**src/rtl/mhz1_cycle_stretch.sv**
```systemverilog
// -----------------------------------------------------------------------------
// mhz1_cycle_stretch
//
// Turns the address decoder's combinational 1 MHz-region select into a timed
// bus cycle for the slow peripherals (CRTC, ACIA, serial ULA, VIAs, ADC,
// FRED/JIM).
//
// A free-running divider produces the 2 MHz CPU cycle-end enable and the
// 1 MHz peripheral enable. If a CPU cycle addresses a 1 MHz peripheral, the
// cycle end is withheld until the next 1 MHz phase. The peripheral may then
// ask for more 1 MHz periods, up to a bounded number. Exactly one access
// strobe is issued per access, and read data is captured when the access
// completes.
//
// Ports
//   clk_16M00      in   system clock
//   reset_n        in   asynchronous, active-low reset
//   mhz1_enable    in   decoder select for the current CPU address
//   cpu_rnw        in   CPU read/not-write for the current cycle
//   periph_din     in   [7:0] read data from the selected peripheral
//   periph_wait    in   peripheral requests one more 1 MHz period
//   cpu_clken      out  one-clock CPU cycle-end enable (2 MHz nominal)
//   mhz1_clken     out  one-clock 1 MHz enable, free-running
//   periph_strobe  out  one-clock access strobe, on the completion clock
//   read_data      out  [7:0] captured read data, held until the next read
//   read_valid     out  one-clock pulse when read_data is being updated
//   stretching     out  high while the CPU cycle is being stretched
//   timeout        out  sticky flag, set when the wait budget runs out
// -----------------------------------------------------------------------------
module mhz1_cycle_stretch #(
   parameter int CLK_DIV  = 16,   // system clocks per 1 MHz period (power of two, >= 8)
   parameter int MAX_WAIT = 4     // extra 1 MHz periods granted to periph_wait
) (
   input  logic       clk_16M00,
   input  logic       reset_n,
   input  logic       mhz1_enable,
   input  logic       cpu_rnw,
   input  logic [7:0] periph_din,
   input  logic       periph_wait,
   output logic       cpu_clken,
   output logic       mhz1_clken,
   output logic       periph_strobe,
   output logic [7:0] read_data,
   output logic       read_valid,
   output logic       stretching,
   output logic       timeout
);

   localparam int DIV_W  = $clog2(CLK_DIV);
   localparam int HALF_W = DIV_W - 1;
   localparam int WAIT_W = (MAX_WAIT > 1) ? $clog2(MAX_WAIT) : 1;
   localparam logic [WAIT_W-1:0] WAIT_LAST = WAIT_W'(MAX_WAIT - 1);

   typedef enum logic [1:0] {
      IDLE    = 2'd0,
      STRETCH = 2'd1,
      EXTEND  = 2'd2
   } state_t;

   logic [DIV_W-1:0]  div_cnt_reg;
   state_t            state_reg,     state_next;
   logic [WAIT_W-1:0] wait_cnt_reg,  wait_cnt_next;
   logic              rnw_reg,       rnw_next;
   logic [7:0]        read_data_reg, read_data_next;
   logic              timeout_reg,   timeout_next;

   logic at_b;       // 2 MHz cycle boundary (mid-period and end of period)
   logic at_p;       // 1 MHz phase (last clock of the 1 MHz period)
   logic complete;   // this clock ends the stretched access
   logic forced;     // completion caused by running out of wait budget

   // The divider is a power of two, so natural wrap gives CLK_DIV-1 -> 0.
   assign at_b = &div_cnt_reg[HALF_W-1:0];
   assign at_p = &div_cnt_reg;

   assign mhz1_clken = at_p;
   assign stretching = (state_reg != IDLE);
   assign read_data  = read_data_reg;
   assign timeout    = timeout_reg;

   always_ff @(posedge clk_16M00 or negedge reset_n) begin
      if (!reset_n) begin
         div_cnt_reg   <= '0;
         state_reg     <= IDLE;
         wait_cnt_reg  <= '0;
         rnw_reg       <= 1'b0;
         read_data_reg <= 8'h00;
         timeout_reg   <= 1'b0;
      end else begin
         div_cnt_reg   <= div_cnt_reg + 1'b1;
         state_reg     <= state_next;
         wait_cnt_reg  <= wait_cnt_next;
         rnw_reg       <= rnw_next;
         read_data_reg <= read_data_next;
         timeout_reg   <= timeout_next;
      end
   end

   always_comb begin
      state_next     = state_reg;
      wait_cnt_next  = wait_cnt_reg;
      rnw_next       = rnw_reg;
      read_data_next = read_data_reg;
      timeout_next   = timeout_reg;
      cpu_clken      = 1'b0;
      periph_strobe  = 1'b0;
      read_valid     = 1'b0;
      complete       = 1'b0;
      forced         = 1'b0;

      case (state_reg)
         IDLE: begin
            // The select only matters at a cycle boundary; the CPU holds
            // its bus while stalled, so direction is latched here once.
            if (at_b) begin
               if (mhz1_enable) begin
                  state_next    = STRETCH;
                  wait_cnt_next = '0;
                  rnw_next      = cpu_rnw;
               end else begin
                  cpu_clken = 1'b1;
               end
            end
         end

         STRETCH: begin
            // Entry happens on the clock before, so the first at_p seen
            // here is always the next phase after detection.
            if (at_p) begin
               if (periph_wait) begin
                  state_next = EXTEND;
               end else begin
                  complete = 1'b1;
               end
            end
         end

         EXTEND: begin
            if (at_p) begin
               if (!periph_wait) begin
                  complete = 1'b1;
               end else if (wait_cnt_reg < WAIT_LAST) begin
                  wait_cnt_next = wait_cnt_reg + 1'b1;
               end else begin
                  complete = 1'b1;
                  forced   = 1'b1;
               end
            end
         end

         default: begin
            state_next = IDLE;
         end
      endcase

      if (complete) begin
         cpu_clken     = 1'b1;
         periph_strobe = 1'b1;
         state_next    = IDLE;
         if (rnw_reg) begin
            read_valid     = 1'b1;
            // A peripheral that never answered reads as an open bus.
            read_data_next = forced ? 8'hFF : periph_din;
         end
         if (forced) begin
            timeout_next = 1'b1;
         end
      end
   end

endmodule
```
**config.mk**
```make
export PLATFORM = sky130hd
export DESIGN_NAME = mhz1_cycle_stretch
export DESIGN_NICKNAME = d
export VERILOG_FILES = /design/src/rtl/mhz1_cycle_stretch.sv
export SDC_FILE = /design/constraint.sdc
export NUM_CORES = 1
export LEC_CHECK = 0
export ABC_AREA = 1
export ABC_CLOCK_PERIOD_IN_PS = 2040
export CAP_MARGIN = 30
export CORE_UTILIZATION = 45
export DETAILED_ROUTE_END_ITERATION = 6
export PLACE_DENSITY_LB_ADDON = 0.2
export SLEW_MARGIN = 20
export SYNTH_ARGS = -nofsm -noshare
export SYNTH_HDL_FRONTEND = slang
export SYNTH_SLANG_ARGS = --single-unit
```
**constraint.sdc**
```tcl
create_clock -name clk_16M00 -period 2.04 [get_ports clk_16M00]
set_input_delay 0.51 -clock clk_16M00 [delete_from_list [all_inputs] [get_ports clk_16M00]]
set_output_delay 0.51 -clock clk_16M00 [all_outputs]
set_load 0.05 [all_outputs]
```
==> results of run 1 <==
cells in the mapped netlist:
cell / number / area share
xor2_1: 1 / 0.0095
nand3_4: 1 / 0.019
inv_1: 10 / 0.041
nand4_1: 1 / 0.0068
o21ai_0: 11 / 0.060
nand2_1: 32 / 0.13
nand3_1: 4 / 0.022
nor2_8: 2 / 0.043
nor2_2: 1 / 0.0068
nor2_1: 2 / 0.0082
a21o_1: 1 / 0.0082
inv_2: 1 / 0.0041
nor3_1: 1 / 0.0054
inv_4: 1 / 0.0068
o21ai_1: 2 / 0.011
dfrtp_1: 18 / 0.49
nand2_2: 4 / 0.027
ha_1: 7 / 0.095
or2_2: 1 / 0.0068
through the flow:
step / cells / total power, mW / setup WS [ns] / utilization / TNS, ns
finish: 169 / 1.706 / 0.02429 / 0.7966 / 0
global route: 169 / 1.788 / -0.03503 / 0.7966 / -0.05127
CTS: 166 / 1.678 / 0.003732 / 0.7766 / 0
detailed placement: 155 / 1.340 / 0.04571 / 0.7058 / 0
global placement: 155 / 1.312 / 0.05741 / 0.7058 / 0
floorplan: 101 / 1.046 / 0.1388 / - / 0
kinds of logic after synthesis:
family | synth area share
DFF | 0.4891
and+or+nand+nor | 0.2758
buffers and inverters | 0.05164
adders and majority gates | 0.09510
xor gates and xnor gates | 0.009513
AOI/OAI and AO/OA | 0.07880
power by group through the flow:
| stage | sequential, mW | clock, mW | combinational [mW] |
|---|---|---|---|
| after global placement | 0.519 | 0 | 0.793 |
| after global routing | 0.530 | 0.248 | 1.01 |
| after CTS | 0.519 | 0.230 | 0.928 |
| after floorplan | 0.730 | 0 | 0.317 |
| final | 0.522 | 0.230 | 0.954 |
| after detailed placement | 0.522 | 0 | 0.818 |
cells in the final DEF, fill, tap and decap left out, types with 2 or more instances in the layout:
master,Yosys,routed
nand2_1,32,31
clkdlybuf4s50_1,0,20
dfrtp_1,18,17
buf_4,0,13
o21ai_0,11,11
inv_1,10,7
buf_12,0,5
inv_2,1,4
nand3_1,4,4
ha_1,7,4
nand2_2,4,3
ha_4,0,3
clkbuf_4,0,3
nor2_8,2,2
nand2_4,0,2
nor2_1,2,2
o21ai_1,2,2
area by class of cell:
class,instances,area [µm²],share of cell area
flip-flops and latches,18,451.7,0.3115
well taps,25,31.28,0.02157
inverters,12,47.55,0.03279
clock buffers,4,36.28,0.02502
repair buffers,39,410.4,0.2830
multi-input cells,71,473.0,0.3261
worst min-delay path by stage:
stage	startpoint	end	depth (start not counted)
2_1_floorplan	reset_n	div_cnt_reg[0]	0
5_1_grt	read_data[5]	read_data[5]	2
4_1_cts	read_data[2]	read_data[2]	2
3_5_place_dp	div_cnt_reg[0]	div_cnt_reg[0]	1
6_report	read_data[2]	read_data[2]	2
3_3_place_gp	div_cnt_reg[0]	div_cnt_reg[0]	1
tightest hold or removal path, cell delays in order (launching register included):
cell	delay (ns)
dfrtp_1	0.37
nand2_1	0.06
nand2_1	0.05
what timing repair did:
| action | CTS | global route |
|---|---|---|
| gates cloned | 0 | 0 |
| hold buffers | 0 | 0 |
| pin swaps | 6 | 4 |
| endpoints found under the setup margin | 3 | 4 |
| setup buffers | 7 | 3 |
| resized for setup | 8 | 5 |
metal layers:
layer	up-vias	GRT usage	part of all wire
met4	0	0.09143	0.031
met1	401	0.2857	0.40
met3	10	0.06154	0.042
li1	406	-	-
met5	-	0	0
met2	26	0.4493	0.53
==> flow_summary.ini, run 1 <==
[sta]
rsz0062_at_grt = yes
min_period_ns = 2.016
hold_slack_ns = 0.4996
fmax_mhz = 496.1
setup_viol = 0
slew_headroom = 0.6598
finalHoldViolations = 0
finalCritPeriodShare = 0.9881
slew_violations = 0
tightest_slew_ns = 0.5087
fin_skew_ns = 0.008123

[clock_tree]
clock-root-buffer = clkbuf_4
clock_sink_count = 18
cts_buffer_depth = 2
cts.reportedPaths.clkPinSlew_ns = 0.10
cts_tree = built
cts_made_buffers = 3
htreeDepth = 1
clkLatencyLatePin_ns = 0.30

[pwr]
p_leak_nw = 0.7837
power.density_nw_per_um2 = 1177
clkPwrFrac = 0.135
internal_power_uw = 931.6
combPwrFrac = 0.559
ir_drop_v = 0.0007810
p_sw_uw = 774.7
p_seq_frac = 0.306
sw_frac_of_total = 0.4540

[global_routing]
grt_use_total = 0.2508
grt-ovfl-total = 0
grt_max_degree = 19
antenna_found_initial = 0
grt_pass1_vias = 860
grt_pass1_wl_mm = 3.781

[worst_setup_path]
r2r_end = state_reg[1]
setup.worst_path.end = read_valid
cp-startpoint = periph_wait
worstSetupPathDepth = 5
worstReg2RegStart = state_reg[1]
slowest_stage = clkdlybuf4s50_1
cp_num_buf_inv = 2
required_ns = 1.53
crit_family = buffers and inverters
cp-start-kind = input pin
critPathArrivalTime_ns = 1.51
worstPathCellList = clkdlybuf4s50_1, nand2_4, nand3_4, nor2_8, buf_12
worstSetupEndpointType = output pin
r2r_cells = 8
crit_fanout = 4
crit_type = in -> out
critPathMaxStageDelay_ns = 0.49
r2r_slack_ns = 0.39

[cells_and_area]
postLayoutCellArea_um2 = 1450
largest_reg_flops = 8
antenna_cells = 0
drive_above_1_share = 0.2847
layout.nets = 165
area.growth.synth_to_final_pct = 57.47
nFillCells = 125

[route]
vias = 843
drtPass1Iterations = 4
drc = 0
drt-total-wl_mm = 2.488
drtIter0Drc = 10
antenna_left = 0
wire_per_inst_um = 14.72
vias_per_cell = 4.988

[die]
die-area_um2 = 2231
rows = 15
core_area_um2 = 1821
initial_core_util = 0.5058
ios = 27
fp.dieW_um = 47.24
die_y_um = 47.24

[synthesis]
avgSynthCellArea_um2 = 9.118
ys_seq_area_frac = 0.4891
yosys_register_bits = 18
syn_nets = 121
ys_types = 19
synth_cells = 101
ys_warn_count = 0
syn_area_um2 = 920.9

[placed_design]
dpl.hpwl_mm = 1.656
placed_area_um2 = 1285
io_buffers = 26
gp_congestion = 0.6827

[hold_path]
hp-class = reg -> reg

[run]
drv_cap = 0

[outcome]
status = finished clean
(Power assumes the default switching activity.)
==> run 2, diff against run 1 <==
--- a/config.mk
+++ b/config.mk
@@ -9,9 +9,11 @@
 export ABC_CLOCK_PERIOD_IN_PS = 2040
 export CAP_MARGIN = 30
 export CORE_UTILIZATION = 45
+export CTS_CLUSTER_SIZE = 28
 export DETAILED_ROUTE_END_ITERATION = 6
+export DONT_BUFFER_PORTS = 1
 export PLACE_DENSITY_LB_ADDON = 0.2
-export SLEW_MARGIN = 20
+export SLEW_MARGIN = 15
 export SYNTH_ARGS = -nofsm -noshare
 export SYNTH_HDL_FRONTEND = slang
 export SYNTH_SLANG_ARGS = --single-unit
==> run 2 against run 1 <==
Critical endpoint unchanged. Sequential power up 42%. Routed wire length fell by 27%. Clock-buffer cell count stayed put. Global-route usage fell by 5.6 points. Combinational power is 49% lower. Worst setup slack improved by 0.0090 ns. Clock skew is 0.0016 ns lower. Largest power group is now registers. Critical path depth shrank 1. Final cell count fell by 14%. Utilization shrank 16 points.
==> flow_summary.ini, run 2 (synthesis gave the netlist of run 1 again) <==
[outcome]
status = finished clean

[hold_path]
hp-start = cpu_rnw
hp-class = in -> reg

[worst_setup_path]
worstReg2RegStart = state_reg[1]
worstPathCellList = inv_2, ha_4, nand3_4, nor2_8
crit_family = flip-flops
worstSetupEndpointType = output pin
crit_type = reg -> out
cp-startpoint = state_reg[1]
critPathMaxStageDelay_ns = 0.44
r2r_slack_ns = 0.34
cp-start-kind = flop
cp_num_buf_inv = 1
required_ns = 1.53
slowest_stage = dfrtp_1
critPathArrivalTime_ns = 1.50
crit_fanout = 5

[global_routing]
grt_max_degree = 19
grt_pass1_wl_mm = 2.918
grt_use_total = 0.1946
grt-ovfl-total = 0
antenna_found_initial = 0
grt_pass1_vias = 658

[sta]
slew_headroom = 0.4782
finalCritPeriodShare = 0.9837
min_period_ns = 2.007
fin_skew_ns = 0.006479
tightest_slew_ns = 0.7802
fmax_mhz = 498.3
slew_violations = 0
setup_viol = 0
finalHoldViolations = 0
rsz0062_at_grt = yes

[run]
drv_cap = 0

[cells_and_area]
drive_above_1_share = 0.3000
seq_area_um2 = 450.4
final_common_cell = nand2_1
antenna_cells = 0
final_util = 0.6385
multi_input_comb_area_um2 = 464.2
nFillCells = 160
mostFrequentLayoutCells = nand2_1, dfrtp_1, o21ai_0, buf_4, inv_1
largest_reg_flops = 8
area.growth.synth_to_final_pct = 26.22
layout.nets = 141

[die]
fp.dieW_um = 47.24
ios = 27
die-area_um2 = 2231
die_y_um = 47.24
initial_core_util = 0.5058
core_area_um2 = 1821
rows = 15

[clock_tree]
htreeDepth = 1
clkLatencyLatePin_ns = 0.29
cts_buffer_depth = 2
clock_sink_count = 18
cts_made_buffers = 3
clock-root-buffer = clkbuf_4
cts_tree = built
cts.reportedPaths.clkPinSlew_ns = 0.10

[route]
vias_per_cell = 4.862
drtIter0Drc = 3
wire_per_inst_um = 12.54
drtPass1Iterations = 4
antenna_left = 0
drc = 0
drt-total-wl_mm = 1.819
vias = 705

[pwr]
finalPower_mw = 1.442
ir_drop_v = 0.0009079
power.density_nw_per_um2 = 1240
p_leak_nw = 0.6406

[placed_design]
gp_congestion = 0.8346
io_buffers = 0
dpl.hpwl_mm = 1.197
[run 2: routing by layer]
layer  routed length [µm]  up-vias  global-route usage
met4                   21        0             0.06857
met3                   91        2             0.07308
met2                  851       20              0.2795
met1                  855      323              0.2681
met5                    0        -                   0
li1                     -      360                   -
[run 2: worst paths after layout]
check,to,depth (start not counted)
max,read_valid,4
min,rnw_reg,2
max reg2reg,state_reg[1],10
min reg2reg,div_cnt_reg[0],1
max in group asynchronous,div_cnt_reg[3],1
min in group asynchronous,read_data[5],1
[run 2: where the power goes]
group	internal [mW]	switching [mW]	total, mW	leakage [nW]
sequential	0.450	0.290	0.740	0.238
clock	0.109	0.104	0.213	0.0210
combinational	0.195	0.294	0.489	0.381
total	0.753	0.688	1.44	0.641
[run 2: per-stage QoR]
step	std cells	TNS (ns)	worst slack (ns)	hold WS, ns	area (µm²)
2_1_floorplan	101	0	0.1388	0.2144	920.9
3_3_place_gp	129	0	0.2502	0.2150	999.7
3_5_place_dp	129	0	0.2089	0.2150	999.7
4_1_cts	141	0	0.005086	0.3260	1130
5_1_grt	145	-0.08732	-0.05014	0.3419	1162
6_report	145	0	0.03326	0.3389	1162
[run 2: final cells by class]
class,instances,area share
Sequential cell,18,0.3875
Clock buffer,4,0.03122
Timing Repair Buffer,14,0.1141
Tap cell,25,0.02691
Inverter,12,0.04090
Multi-Input combinational cell,72,0.3994
[run 2: what timing repair did]
| item | in CTS | in global routing |
|---|---|---|
| pin swaps | 3 | 3 |
| gates cloned | 1 | 0 |
| endpoints found under the setup margin | 3 | 3 |
| endpoints found under the hold margin | 18 | 0 |
| setup buffers | 6 | 4 |
| resized for setup | 6 | 2 |
| hold buffers | 1 | 0 |
[run 2: worst register-to-register path: cells and delay by family, from the launching register on]
| family | cells | cell delay, ns |
|---|---|---|
| adders and majority gates | 1 | 0.29 |
| buffers and inverters | 4 | 0.49 |
| and+or+nand+nor | 5 | 0.36 |
| DFF | 1 | 0.44 |
==> run 3, diff against run 2 <==
--- a/config.mk
+++ b/config.mk
@@ -12,7 +12,10 @@
 export CTS_CLUSTER_SIZE = 28
 export DETAILED_ROUTE_END_ITERATION = 6
 export DONT_BUFFER_PORTS = 1
+export MAX_ROUTING_LAYER = met4
 export PLACE_DENSITY_LB_ADDON = 0.2
+export SETUP_SLACK_MARGIN = 0.1
+export SKIP_CTS_REPAIR_TIMING = 1
 export SLEW_MARGIN = 15
 export SYNTH_ARGS = -nofsm -noshare
 export SYNTH_HDL_FRONTEND = slang
==> run 3 against run 2 <==
Combinational power fell by 4.5%. Flip-flop and latch count did not move. Power fell by 1.1%. Final area fell by 3.1%. Utilization fell by 2.0 points. Routed wire length fell by 5.7%. Critical endpoint unchanged. Largest power group unchanged. Highest routed layer unchanged.
==> flow_summary.ini, run 3 (synthesis gave the netlist of run 1 again) <==
[sta]
finalCritPeriodShare = 0.9989
min_period_ns = 2.038
hold_slack_ns = 0.3404
slew_headroom = 0.4790
finalHoldViolations = 0
setup_viol = 0
fmax_mhz = 490.7
slew_violations = 0
post-route-worst-setup-slack_ns = 0.002243
fin_skew_ns = 0.006838
tightest_slew_ns = 0.7789
rsz0062_at_grt = yes

[worst_setup_path]
worstSetupEndpointType = output pin
critPathArrivalTime_ns = 1.53
cp_num_buf_inv = 1
critical_path.most_common_cell = nand2_4
slowest_stage = dfrtp_1
worstPathCellList = inv_2, ha_4, nand2_4, nand2_4, nand3_4, nor2_8
r2r_end = read_data[2]
critPathMaxStageDelay_ns = 0.43
required_ns = 1.53
r2r_slack_ns = 0.42
crit_fanout = 6
r2r_cells = 8
crit_family = simple AND/OR/NAND/NOR gates
crit_type = reg -> out
worstReg2RegStart = div_cnt_reg[0]
cp-start-kind = flop

[route]
wire_per_inst_um = 12.35
vias = 687
vias_per_cell = 4.942
drc = 0
drtPass1Iterations = 4
antenna_left = 0
drtIter0Drc = 5
drt-total-wl_mm = 1.716

[cells_and_area]
nFillCells = 166
final_util = 0.6186
layout.nets = 135
fin_cells = 139
area.growth.synth_to_final_pct = 22.28
drive_above_1_share = 0.2632
antenna_cells = 0
final_common_cell = nand2_1
largest_reg_flops = 8
mostFrequentLayoutCells = nand2_1, dfrtp_1, o21ai_0

[clock_tree]
clkLatencyLatePin_ns = 0.29
htreeDepth = 1
cts_tree = built
clock_sink_count = 18
cts_buffer_depth = 2
cts.reportedPaths.clkPinSlew_ns = 0.10
cts_made_buffers = 3
clock-root-buffer = clkbuf_4

[global_routing]
grt_max_degree = 19
grt_pass1_wl_mm = 2.684
grt_pass1_vias = 621
antenna_found_initial = 0
grt_use_total = 0.1853
grt-ovfl-total = 0

[run]
drv_cap = 0

[hold_path]
min_path_cells = 2
hp-start = cpu_rnw
hold_path_end = rnw_reg
hp-class = in -> reg

[die]
die-area_um2 = 2231
core_area_um2 = 1821
ios = 27
initial_core_util = 0.5058
rows = 15
die_y_um = 47.24
fp.dieW_um = 47.24

[pwr]
p_leak_nw = 0.6281
power.density_nw_per_um2 = 1267
ir_drop_v = 0.0009076
finalPower_mw = 1.427

[placed_design]
gp_congestion = 0.8475
dpl.hpwl_mm = 1.197
place_inst = 129
place_ws_ns = 0.2089
io_buffers = 0

[outcome]
status = finished clean
[run 3: changes by cell type in the layout (fill, tap and decap cells not counted), sizes merged]
cell	previous run	this run
buf	13	7
[run 3: layer usage]
layer  GRT usage  vias to the layer above  routed length (µm)
met5           -                        -                   0
met4     0.06857                        0                  20
met3     0.07692                        2                  89
met2      0.2630                       19                 763
met1      0.2343                      312                 843
li1            -                      354                   -
[run 3: worst max-delay path by stage]
stage / start / end / slack, ns / depth (start not counted)
global route: state_reg[0] / read_valid / -0.08 / 6
CTS: state_reg[0] / read_valid / -0.14 / 6
floorplan: div_cnt_reg[0] / cpu_clken / 0.14 / 5
detailed placement: state_reg[0] / read_valid / 0.21 / 6
finish: state_reg[0] / read_valid / 0.002 / 6
global placement: state_reg[0] / read_valid / 0.25 / 6
[run 3: cell type report]
class / count / area [µm²] / area share
multi-input combinational: 72 / 471.7 / 0.4189
clock buffer: 4 / 36.28 / 0.03222
inverter: 12 / 47.55 / 0.04222
timing repair buffer: 8 / 87.58 / 0.07778
sequential: 18 / 451.7 / 0.4011
tap: 25 / 31.28 / 0.02778
[run 3: worst reg2reg max path, delay by kind of cell, from the launching register on]
family | cells | cell delay (ns)
adders and majority gates | 1 | 0.22
AOI/OAI and AO/OA | 1 | 0.13
DFF | 1 | 0.39
and+or+nand+nor | 5 | 0.62
buffers and inverters | 1 | 0.21
[run 3: where the power goes]
part / internal [mW] / total (mW) / switching [mW]
clock: 0.109 / 0.213 / 0.104
sequential: 0.452 / 0.747 / 0.295
combinational: 0.179 / 0.467 / 0.288
total: 0.740 / 1.43 / 0.687
[run 3: per-stage QoR]
step | area, µm² | TNS [ns]
after floorplan | 920.9 | 0
after detailed placement | 999.7 | 0
after global routing | 1126 | -0.1636
after global placement | 999.7 | 0
final | 1126 | 0
after CTS | 1036 | -0.3712
